### config.mk
export PLATFORM = sky130hd
export DESIGN_NAME = desc_rd_arbiter
export DESIGN_NICKNAME = d
export VERILOG_FILES = /design/src/rtl/desc_rd_arbiter.sv
export SDC_FILE = /design/constraint.sdc
export NUM_CORES = 1
export LEC_CHECK = 0
export BUFFER_PORTS_ARGS = -buffer_cell sky130_fd_sc_hd__clkbuf_2
export CAP_MARGIN = 20
export CORE_AREA = 5 5 481 483
export CTS_BUF_LIST = sky130_fd_sc_hd__clkbuf_4 sky130_fd_sc_hd__clkbuf_8
export DETAILED_ROUTE_END_ITERATION = 7
export DIE_AREA = 0 0 486 488
export HOLD_SLACK_MARGIN = 0.12
export SYNTH_ARGS = -nofsm -noshare
export SYNTH_HDL_FRONTEND = slang
export SYNTH_SLANG_ARGS = --single-unit
### constraint.sdc
create_clock -name clk -period 6.65 [get_ports clk]
set_clock_uncertainty 0.2 [all_clocks]
set_input_delay 1.6625 -clock clk [delete_from_list [all_inputs] [get_ports clk]]
set_output_delay 1.6625 -clock clk [all_outputs]
set_load 0.02 [all_outputs]
### src/rtl/desc_rd_arbiter.sv
// Round-robin AXI4 AR arbiter shared by descriptor channels, with RID-based R routing,
// a per-channel outstanding-burst limit and a sticky error flag for beats nobody is waiting for.
module desc_rd_arbiter #(
  parameter int NUM_CHANNELS    = 8,
  parameter int CHAN_WIDTH      = $clog2(NUM_CHANNELS),
  parameter int ADDR_WIDTH      = 64,
  parameter int AXI_ID_WIDTH    = 8,
  parameter int MAX_OUTSTANDING = 4
) (
  input  logic                                 clk,
  input  logic                                 rst_n,
  input  logic [NUM_CHANNELS-1:0]              cfg_channel_reset,
  input  logic [NUM_CHANNELS-1:0]              s_ar_valid,
  output logic [NUM_CHANNELS-1:0]              s_ar_ready,
  input  logic [NUM_CHANNELS*ADDR_WIDTH-1:0]   s_ar_addr,
  input  logic [NUM_CHANNELS*8-1:0]            s_ar_len,
  output logic                                 m_ar_valid,
  input  logic                                 m_ar_ready,
  output logic [ADDR_WIDTH-1:0]                m_ar_addr,
  output logic [7:0]                           m_ar_len,
  output logic [AXI_ID_WIDTH-1:0]              m_ar_id,
  output logic [2:0]                           m_ar_size,
  output logic [1:0]                           m_ar_burst,
  input  logic                                 m_r_valid,
  output logic                                 m_r_ready,
  input  logic [255:0]                         m_r_data,
  input  logic [1:0]                           m_r_resp,
  input  logic                                 m_r_last,
  input  logic [AXI_ID_WIDTH-1:0]              m_r_id,
  output logic [NUM_CHANNELS-1:0]              s_r_valid,
  input  logic [NUM_CHANNELS-1:0]              s_r_ready,
  output logic [255:0]                         s_r_data,
  output logic [1:0]                           s_r_resp,
  output logic                                 s_r_last,
  output logic [NUM_CHANNELS-1:0]              chan_idle,
  output logic                                 orphan_error
);

  localparam int CNT_WIDTH = $clog2(MAX_OUTSTANDING + 1);
  localparam logic [CNT_WIDTH-1:0]    CNT_MAX   = CNT_WIDTH'(MAX_OUTSTANDING);
  localparam logic [AXI_ID_WIDTH-1:0] ID_LIMIT  = AXI_ID_WIDTH'(NUM_CHANNELS);
  localparam logic [CHAN_WIDTH-1:0]   LAST_CHAN = CHAN_WIDTH'(NUM_CHANNELS - 1);
  localparam logic [CHAN_WIDTH:0]     CHAN_NUM  = (CHAN_WIDTH+1)'(NUM_CHANNELS);

  logic [CNT_WIDTH-1:0]  count [NUM_CHANNELS];
  logic [ADDR_WIDTH-1:0] addr_arr [NUM_CHANNELS];
  logic [7:0]            len_arr [NUM_CHANNELS];
  logic [NUM_CHANNELS-1:0] eligible;
  logic [CHAN_WIDTH-1:0] ptr, winner, ptr_next, r_chan, idx;
  logic [CHAN_WIDTH:0]   sum;
  logic                  slot_free, found, grant, r_orphan, r_done;

  always_comb begin
    for (int c = 0; c < NUM_CHANNELS; c++) begin
      addr_arr[c]  = s_ar_addr[c*ADDR_WIDTH +: ADDR_WIDTH];
      len_arr[c]   = s_ar_len[c*8 +: 8];
      eligible[c]  = s_ar_valid[c] & ~cfg_channel_reset[c] & (count[c] < CNT_MAX);
      chan_idle[c] = (count[c] == '0);
    end
  end

  // The single-entry AR register can take a new request when empty or draining this cycle.
  assign slot_free = ~m_ar_valid | m_ar_ready;

  // Rotating priority: first eligible channel at or after ptr, wrapping around.
  always_comb begin
    found  = 1'b0;
    winner = '0;
    sum    = '0;
    idx    = '0;
    for (int i = 0; i < NUM_CHANNELS; i++) begin
      sum = {1'b0, ptr} + (CHAN_WIDTH+1)'(i);
      if (sum >= CHAN_NUM) sum = sum - CHAN_NUM;
      idx = sum[CHAN_WIDTH-1:0];
      if (!found && eligible[idx]) begin
        found  = 1'b1;
        winner = idx;
      end
    end
  end

  assign grant      = slot_free & found;
  assign s_ar_ready = grant ? (NUM_CHANNELS'(1) << winner) : '0;
  assign ptr_next   = (winner == LAST_CHAN) ? '0 : winner + 1'b1;

  // Beats for unknown IDs or idle channels are swallowed so the fabric never stalls on them.
  assign r_chan    = m_r_id[CHAN_WIDTH-1:0];
  assign r_orphan  = (m_r_id >= ID_LIMIT) || (count[r_chan] == '0);
  assign s_r_valid = (m_r_valid & ~r_orphan) ? (NUM_CHANNELS'(1) << r_chan) : '0;
  assign m_r_ready = r_orphan | s_r_ready[r_chan];
  assign r_done    = m_r_valid & m_r_ready & m_r_last & ~r_orphan;

  assign s_r_data   = m_r_data;
  assign s_r_resp   = m_r_resp;
  assign s_r_last   = m_r_last;
  assign m_ar_size  = 3'b101;
  assign m_ar_burst = 2'b01;

  always_ff @(posedge clk or negedge rst_n) begin
    if (!rst_n) begin
      m_ar_valid   <= 1'b0;
      m_ar_addr    <= '0;
      m_ar_len     <= '0;
      m_ar_id      <= '0;
      ptr          <= '0;
      orphan_error <= 1'b0;
      for (int c = 0; c < NUM_CHANNELS; c++) count[c] <= '0;
    end else begin
      if (grant) begin
        m_ar_valid <= 1'b1;
        m_ar_addr  <= addr_arr[winner];
        m_ar_len   <= len_arr[winner];
        m_ar_id    <= AXI_ID_WIDTH'(winner);
        ptr        <= ptr_next;
      end else if (m_ar_ready) begin
        m_ar_valid <= 1'b0;
      end
      if (m_r_valid && r_orphan) orphan_error <= 1'b1;
      for (int c = 0; c < NUM_CHANNELS; c++) begin
        if ((grant && winner == CHAN_WIDTH'(c)) && !(r_done && r_chan == CHAN_WIDTH'(c)))
          count[c] <= count[c] + 1'b1;
        else if (!(grant && winner == CHAN_WIDTH'(c)) && (r_done && r_chan == CHAN_WIDTH'(c)))
          count[c] <= count[c] - 1'b1;
      end
    end
  end

endmodule

==> results.sh, run 1 <==
export IMPL_status="finished clean"
export IMPL_synthMuxAreaShare=0.1031
export IMPL_timing_rr_end="m_ar_addr[12]"
export IMPL_cts_setup_buffers=0
export IMPL_finalSetupTns_ps=0
export IMPL_die_w_um=486
export IMPL_synth_edf_count=0
export IMPL_rr_worst_depth=14
export IMPL_viasPerCell=3.159
export IMPL_cts_clk_slew_worst_paths_ps=140
export IMPL_ff_latch_area_um2=2603
export IMPL_place_worst_setup_slack_ps=35.97
export IMPL_critPathBufInv=3
export IMPL_hold_viol=0
export IMPL_syn_to_final_growth_pct=45.90
export IMPL_cts_made_buffers=9
export IMPL_netlist_area_um2=12910
export IMPL_wl_per_cell_um=34.00
export IMPL_critPathTopFamily="simple AND/OR/NAND/NOR gates"
export IMPL_coreArea_um2=226400
export IMPL_layout_min_cycle_time_ps=6596
export IMPL_die_area_um2=237200
export IMPL_cts_root_buf="clkbuf_8"
export IMPL_synthXorXnorAreaFrac=0.01900
export IMPL_drc_errors=0
export IMPL_cp_required_ps=4790
export IMPL_crit_chain="clkbuf_2 -> nor3b_4 -> a2111oi_0 -> nor4_2 -> o21ai_1 -> a211oi_2 -> nor2_4 -> and2_4 -> buf_4 -> nor3_1 -> clkbuf_2"
export IMPL_min_to="m_ar_id[2]"
export IMPL_routabilityCongestion=0.8723
export IMPL_clock_latency_ps=500
export IMPL_multi_input_area_um2=7781
export IMPL_synth_adder_area_share=0.02210
export IMPL_syn_area_per_cell_um2=8.397
export IMPL_fin_crit_sh=0.9919
export IMPL_layout_nets=2831
export IMPL_antenna_found_initial=120
export IMPL_min_from="m_ar_id[2]"
export IMPL_r2r_slack_ps=940
export IMPL_chipHeight_um=488
export IMPL_post_cts_resized=0
export IMPL_htreeDepth=3
export IMPL_reg2reg_from="ptr[0]"
export IMPL_maxSlewHeadroom=0.2148
export IMPL_grt_pass1_vias=15630
export IMPL_ys_seq_elements=104
export IMPL_min_path_type="flip-flop to flip-flop"
export IMPL_yosys_area_share_simple=0.1021
export IMPL_fin_ws_ps=53.68
export IMPL_synth_top_area_cell="dfrtp_1"
export IMPL_synth_compound_area_frac=0.3399
export IMPL_synthCells=1537
export IMPL_ant_nets=0
export IMPL_dp_hpwl_um=152500
export IMPL_initial_core_util=0.05700
export IMPL_fillerInstances=26620
export IMPL_cts_hold_buffers_added=0
export IMPL_ys_flop_type="dfrtp_1"
export IMPL_critPathLaunchType="input pin"
export IMPL_hold_depth=1
export IMPL_synth_top_family_by_area="compound AO/OA/AOI/OAI gates"
export IMPL_max_freq_mhz=151.6
export IMPL_drive_gt1_frac=0.4571
export IMPL_first_iter_violations=1240
export IMPL_totalWireLength_um=169600
export IMPL_yosysTopAreaCellShare=0.2016
export IMPL_cts_max_path_buffers=2
export IMPL_drv_slew=0
export IMPL_finalSetupViolations=0
export IMPL_numClockSinks=104
export IMPL_drv_cap=0
export IMPL_crit_top_cell="clkbuf_2"
export IMPL_end_kind="primary output"
export IMPL_grt_start_max_net_pins=114
export IMPL_cts_tree="yes"
export IMPL_firstDrtPassIters=6
export IMPL_fp_row_count=175
export IMPL_worstSetupPathType="input pin to primary output"
export IMPL_vias=15760
export IMPL_cp_slowest_stage_delay_ps=720
export IMPL_synth_seq_area_share=0.2016
export IMPL_grt_first_pass_wirelength_um=201600
export IMPL_cp_arrival_ps=4730
export IMPL_boundaryPins=1242
export IMPL_worst_pin_slew_ps=1148
export IMPL_critPathSlowestCell="nor4_2"
export IMPL_yosys_top_cells_area="dfrtp_1 20%, buf_4 16%, a211oi_1 8.6%"
export IMPL_ys_warnings_count=0
export IMPL_worst_path_max_fanout=7
export IMPL_port_buffers=715
export IMPL_grt_usage=0.1363
export IMPL_overflow=0
export IMPL_yosysUniqueCellTypes=64
export IMPL_async_flop_share=1.000
[sequential cells by signal (all words and copies together) (netlist names)]
| signal | flops |
|---|---|
| orphan_error | 1 |
| m_ar_valid | 1 |
| ptr | 3 |
| m_ar_id | 3 |
| m_ar_addr | 64 |
| count | 24 |
| m_ar_len | 8 |
[synthesized netlist by cell type, types with 9 or more instances]
cell,count
dfrtp_1,104
inv_1,10
nor4b_1,9
a221o_1,72
o21ai_1,10
mux4_2,14
mux2i_1,89
nor2_1,36
a21boi_0,143
xnor2_1,10
a211oi_1,147
nand2_1,166
buf_4,275
a31oi_1,72
a2111oi_0,81
clkbuf_1,96
mux2_2,11
nor3_1,17
ha_1,10
xor2_1,18
buf_2,35
[per-stage QoR]
stage,std cells,utilization,hold WS (ps),cell area (um^2)
floorplan,1545,-,298.2,12940
detailed placement,4940,0.08156,274.1,18470
CTS,4956,0.08250,309.8,18680
global placement,4939,0.08151,271.6,18450
finish,4989,0.08317,318.8,18830
global route,4974,0.08301,334.4,18790
[cell type report]
type	count	share of cell area
Antenna cell	33	0.004385
Clock buffer	9	0.006578
Clock inverter	7	0.004718
Inverter	13	0.002591
Multi-Input combinational cell	1010	0.4132
Sequential cell	104	0.1382
Tap cell	3009	0.1999
Timing Repair Buffer	804	0.2304
[placed cells by master, fill, tap and decap left out, drive strengths merged, types with 10 or more instances in the layout]
cell type and count:
dfrtp 104, nor3 17, a2111oi 81, diode 33, nor4b 10, a221o 72, clkbuf 723, mux4 14
xor2 18, nand2 166, inv 16, o21ai 14, a21boi 144, a31oi 72, conb 10, buf 90
a211oi 148, xnor2 10, mux2i 89, ha 10, mux2 11, nor2 37
[worst reg2reg max path, delay by kind of cell (launching register included)]
family | cells | cell delay, ps
DFF | 1 | 420
and+or+nand+nor | 3 | 1250
AOI/OAI and AO/OA | 7 | 2630
adders and majority gates | 1 | 420
buffers and inverters | 3 | 740
[metal layers]
layer	track usage	part of all wire
met5	0.02000	0.0025
met2	0.2325	0.47
met1	0.1206	0.30
met4	0.04712	0.044
met3	0.1069	0.18
[how the worst max path moves through the flow]
stage	end	slack [ps]	startpoint	depth (start not counted)
floorplan	s_ar_ready[1]	210	cfg_channel_reset[3]	13
global placement	m_ar_addr[12]	-320	cfg_channel_reset[4]	14
detailed placement	s_ar_ready[5]	40	cfg_channel_reset[6]	11
CTS	s_ar_ready[5]	30	cfg_channel_reset[4]	11
global route	s_ar_ready[1]	-110	cfg_channel_reset[5]	11
finish	s_ar_ready[5]	50	cfg_channel_reset[0]	11
[cell families (layout without fill, tap and decap cells)]
group,count (synthesis),in the layout
AO/OA/AOI/OAI,562,562
XOR/XNOR,28,28
adder cells (fa/ha/maj),18,18
flip-flops,104,104
multiplexers,114,114
buffers and inverters,431,833
AND/OR/NAND/NOR,278,278
other,2,43
Power of run 1 is left out: the tool's default activity adds up to more than one toggle a clock period on the data nets, which glitch-free logic cannot reach.
==> run 2, diff against run 1 <==
CTS_BUF_LIST = sky130_fd_sc_hd__clkbuf_16   (was sky130_fd_sc_hd__clkbuf_4 sky130_fd_sc_hd__clkbuf_8)
==> run 2 against run 1 <==
- the run now ends with DRC left
- critical path depth unchanged
- register-to-register slack got worse by 190 ps
- largest cell class unchanged
- clock-buffer cell count unchanged
- non-clock buffer count unchanged
- final cell count about the same
- hold slack got worse by 9.5 ps
- utilization about the same
- via count decreased by 0.34%
- first-iteration DRC count decreased by 4.9%
- worst setup slack got worse by 0.53 ps
==> results.sh, run 2 (same netlist as run 1, synthesis figures left out) <==
export IMPL_final_cell_mix="714 x clkbuf_2, 165 x nand2_1, 144 x a211oi_1, 143 x a21boi_0, 104 x dfrtp_1"
export IMPL_worstSetupPathType="input pin to primary output"
export IMPL_boundaryPins=1242
export IMPL_reg2reg_from="ptr[0]"
export IMPL_overflow=0
export IMPL_grt_usage=0.1363
export IMPL_max_freq_mhz=151.6
export IMPL_grt_start_max_net_pins=114
export IMPL_min_path_type="flip-flop to flip-flop"
export IMPL_fp_row_count=175
export IMPL_port_buffers=715
export IMPL_dp_hpwl_um=152500
export IMPL_place_inst=4940
export IMPL_worst_path_max_fanout=7
export IMPL_firstDrtPassIters=7
export IMPL_die_area_um2=237200
export IMPL_coreArea_um2=226400
export IMPL_clock_latency_ps=420
export IMPL_fin_ws_ps=53.15
export IMPL_cp_required_ps=4790
export IMPL_critPathBufInv=3
export IMPL_timing_rr_end="m_ar_addr[12]"
export IMPL_final_common_cell="clkbuf_2"
export IMPL_totalWireLength_um=169600
export IMPL_drive_gt1_frac=0.4566
export IMPL_fin_crit_sh=0.9920
export IMPL_viasPerCell=3.151
export IMPL_post_cts_resized=0
export IMPL_ant_nets=0
export IMPL_layout_min_cycle_time_ps=6597
export IMPL_violations="DRC"
export IMPL_worst_pin_slew_ps=1203
export IMPL_wl_per_cell_um=34.01
export IMPL_cp_arrival_ps=4730
export IMPL_hold_depth=1
export IMPL_cts_made_buffers=9
export IMPL_crit_chain="clkbuf_2 -> nor4b_1 -> a2111oi_0 -> nor4_2 -> o21ai_1 -> a211oi_2 -> nor2_4 -> and2_4 -> buf_4 -> nor3_1 -> clkbuf_2"
export IMPL_grt_first_pass_wirelength_um=201500
export IMPL_maxSlewHeadroom=0.1773
export IMPL_place_worst_setup_slack_ps=35.97
export IMPL_min_from="orphan_error"
export IMPL_routabilityCongestion=0.8723
export IMPL_cp_slowest_stage_delay_ps=630
export IMPL_cts_setup_buffers=0
export IMPL_critPathTopFamily="simple AND/OR/NAND/NOR gates"
export IMPL_htreeDepth=3
export IMPL_crit_cells=11
export IMPL_cts_clk_slew_worst_paths_ps=90
export IMPL_largest_reg_flops=64
export IMPL_numClockSinks=104
export IMPL_critPathLaunchType="input pin"
export IMPL_cts_max_path_buffers=2
export IMPL_grt_pass1_vias=15630
export IMPL_crit_top_cell="clkbuf_2"
export IMPL_chipHeight_um=488
export IMPL_critPathSlowestCell="nor4_2"
export IMPL_drv_cap=0
export IMPL_regMostFlops="m_ar_addr"
export IMPL_cts_root_buf="clkbuf_16"
export IMPL_use_met1=0.1206
export IMPL_first_iter_violations=1179
export IMPL_rr_worst_depth=14
export IMPL_hold_viol=0
export IMPL_vias=15710
export IMPL_antenna_found_initial=119
export IMPL_top_usage_layer="met2"
export IMPL_r2r_slack_ps=750
export IMPL_top_regs="m_ar_addr (64), count (24), m_ar_len (8)"
export IMPL_min_to="orphan_error"
export IMPL_drv_slew=0
export IMPL_cts_tree="yes"
export IMPL_grtUsageMet2=0.2318
export IMPL_drc_errors=1
export IMPL_status="finished, violations left"
export IMPL_die_w_um=486
export IMPL_syn_to_final_growth_pct=46.60
export IMPL_post_route_util=0.08357
export IMPL_cts_hold_buffers_added=0
export IMPL_instances_no_fill=4986
export IMPL_use_met3=0.1069
export IMPL_initial_core_util=0.05700
export IMPL_layout_nets=2831
export IMPL_finalSetupViolations=0
export IMPL_end_kind="primary output"
run 2: worst max-delay path by stage:
| stage | start | endpoint | slack (ps) |
|---|---|---|---|
| 2_1_floorplan | cfg_channel_reset[3] | s_ar_ready[1] | 210 |
| 4_1_cts | cfg_channel_reset[4] | s_ar_ready[5] | 30 |
| 3_5_place_dp | cfg_channel_reset[6] | s_ar_ready[5] | 40 |
| 6_report | cfg_channel_reset[3] | s_ar_ready[5] | 50 |
| 5_1_grt | cfg_channel_reset[5] | s_ar_ready[1] | -60 |
| 3_3_place_gp | cfg_channel_reset[4] | m_ar_addr[12] | -320 |
run 2: worst register-to-register path, delay by kind of cell (launching register included):
family	cells	cell delay, ps
DFF	1	410
buffers and inverters	3	740
adders and majority gates	1	420
AOI/OAI and AO/OA	7	2670
and+or+nand+nor	3	1380
run 2: layout make-up:
cell class / count / area (um^2)
inverters: 13 / 48.80
diodes: 30 / 75.07
multi-input cells: 1010 / 7777
well taps: 3009 / 3765
repair buffers: 804 / 4338
clock buffers: 9 / 225.2
fillers: 26610 / 207500
flip-flops and latches: 104 / 2603
clock inverters: 7 / 88.84
run 2: stage by stage:
stage	cell area (um^2)	TNS, ps	hold slack [ps]
final	18920	0	309.3
after global routing	18890	-124.1	324.1
after CTS	18780	0	300.2
after detailed placement	18470	0	274.1
after global placement	18450	-344.9	271.6
after floorplan	12940	0	298.2
run 2: routing by layer:
layer | share of wire | up-vias
met3 | 0.18 | 400
met2 | 0.47 | 1538
li1 | - | 6414
met4 | 0.044 | 48
met1 | 0.30 | 7309
met5 | 0.0026 | -
Power of run 2 is left out for the same reason.
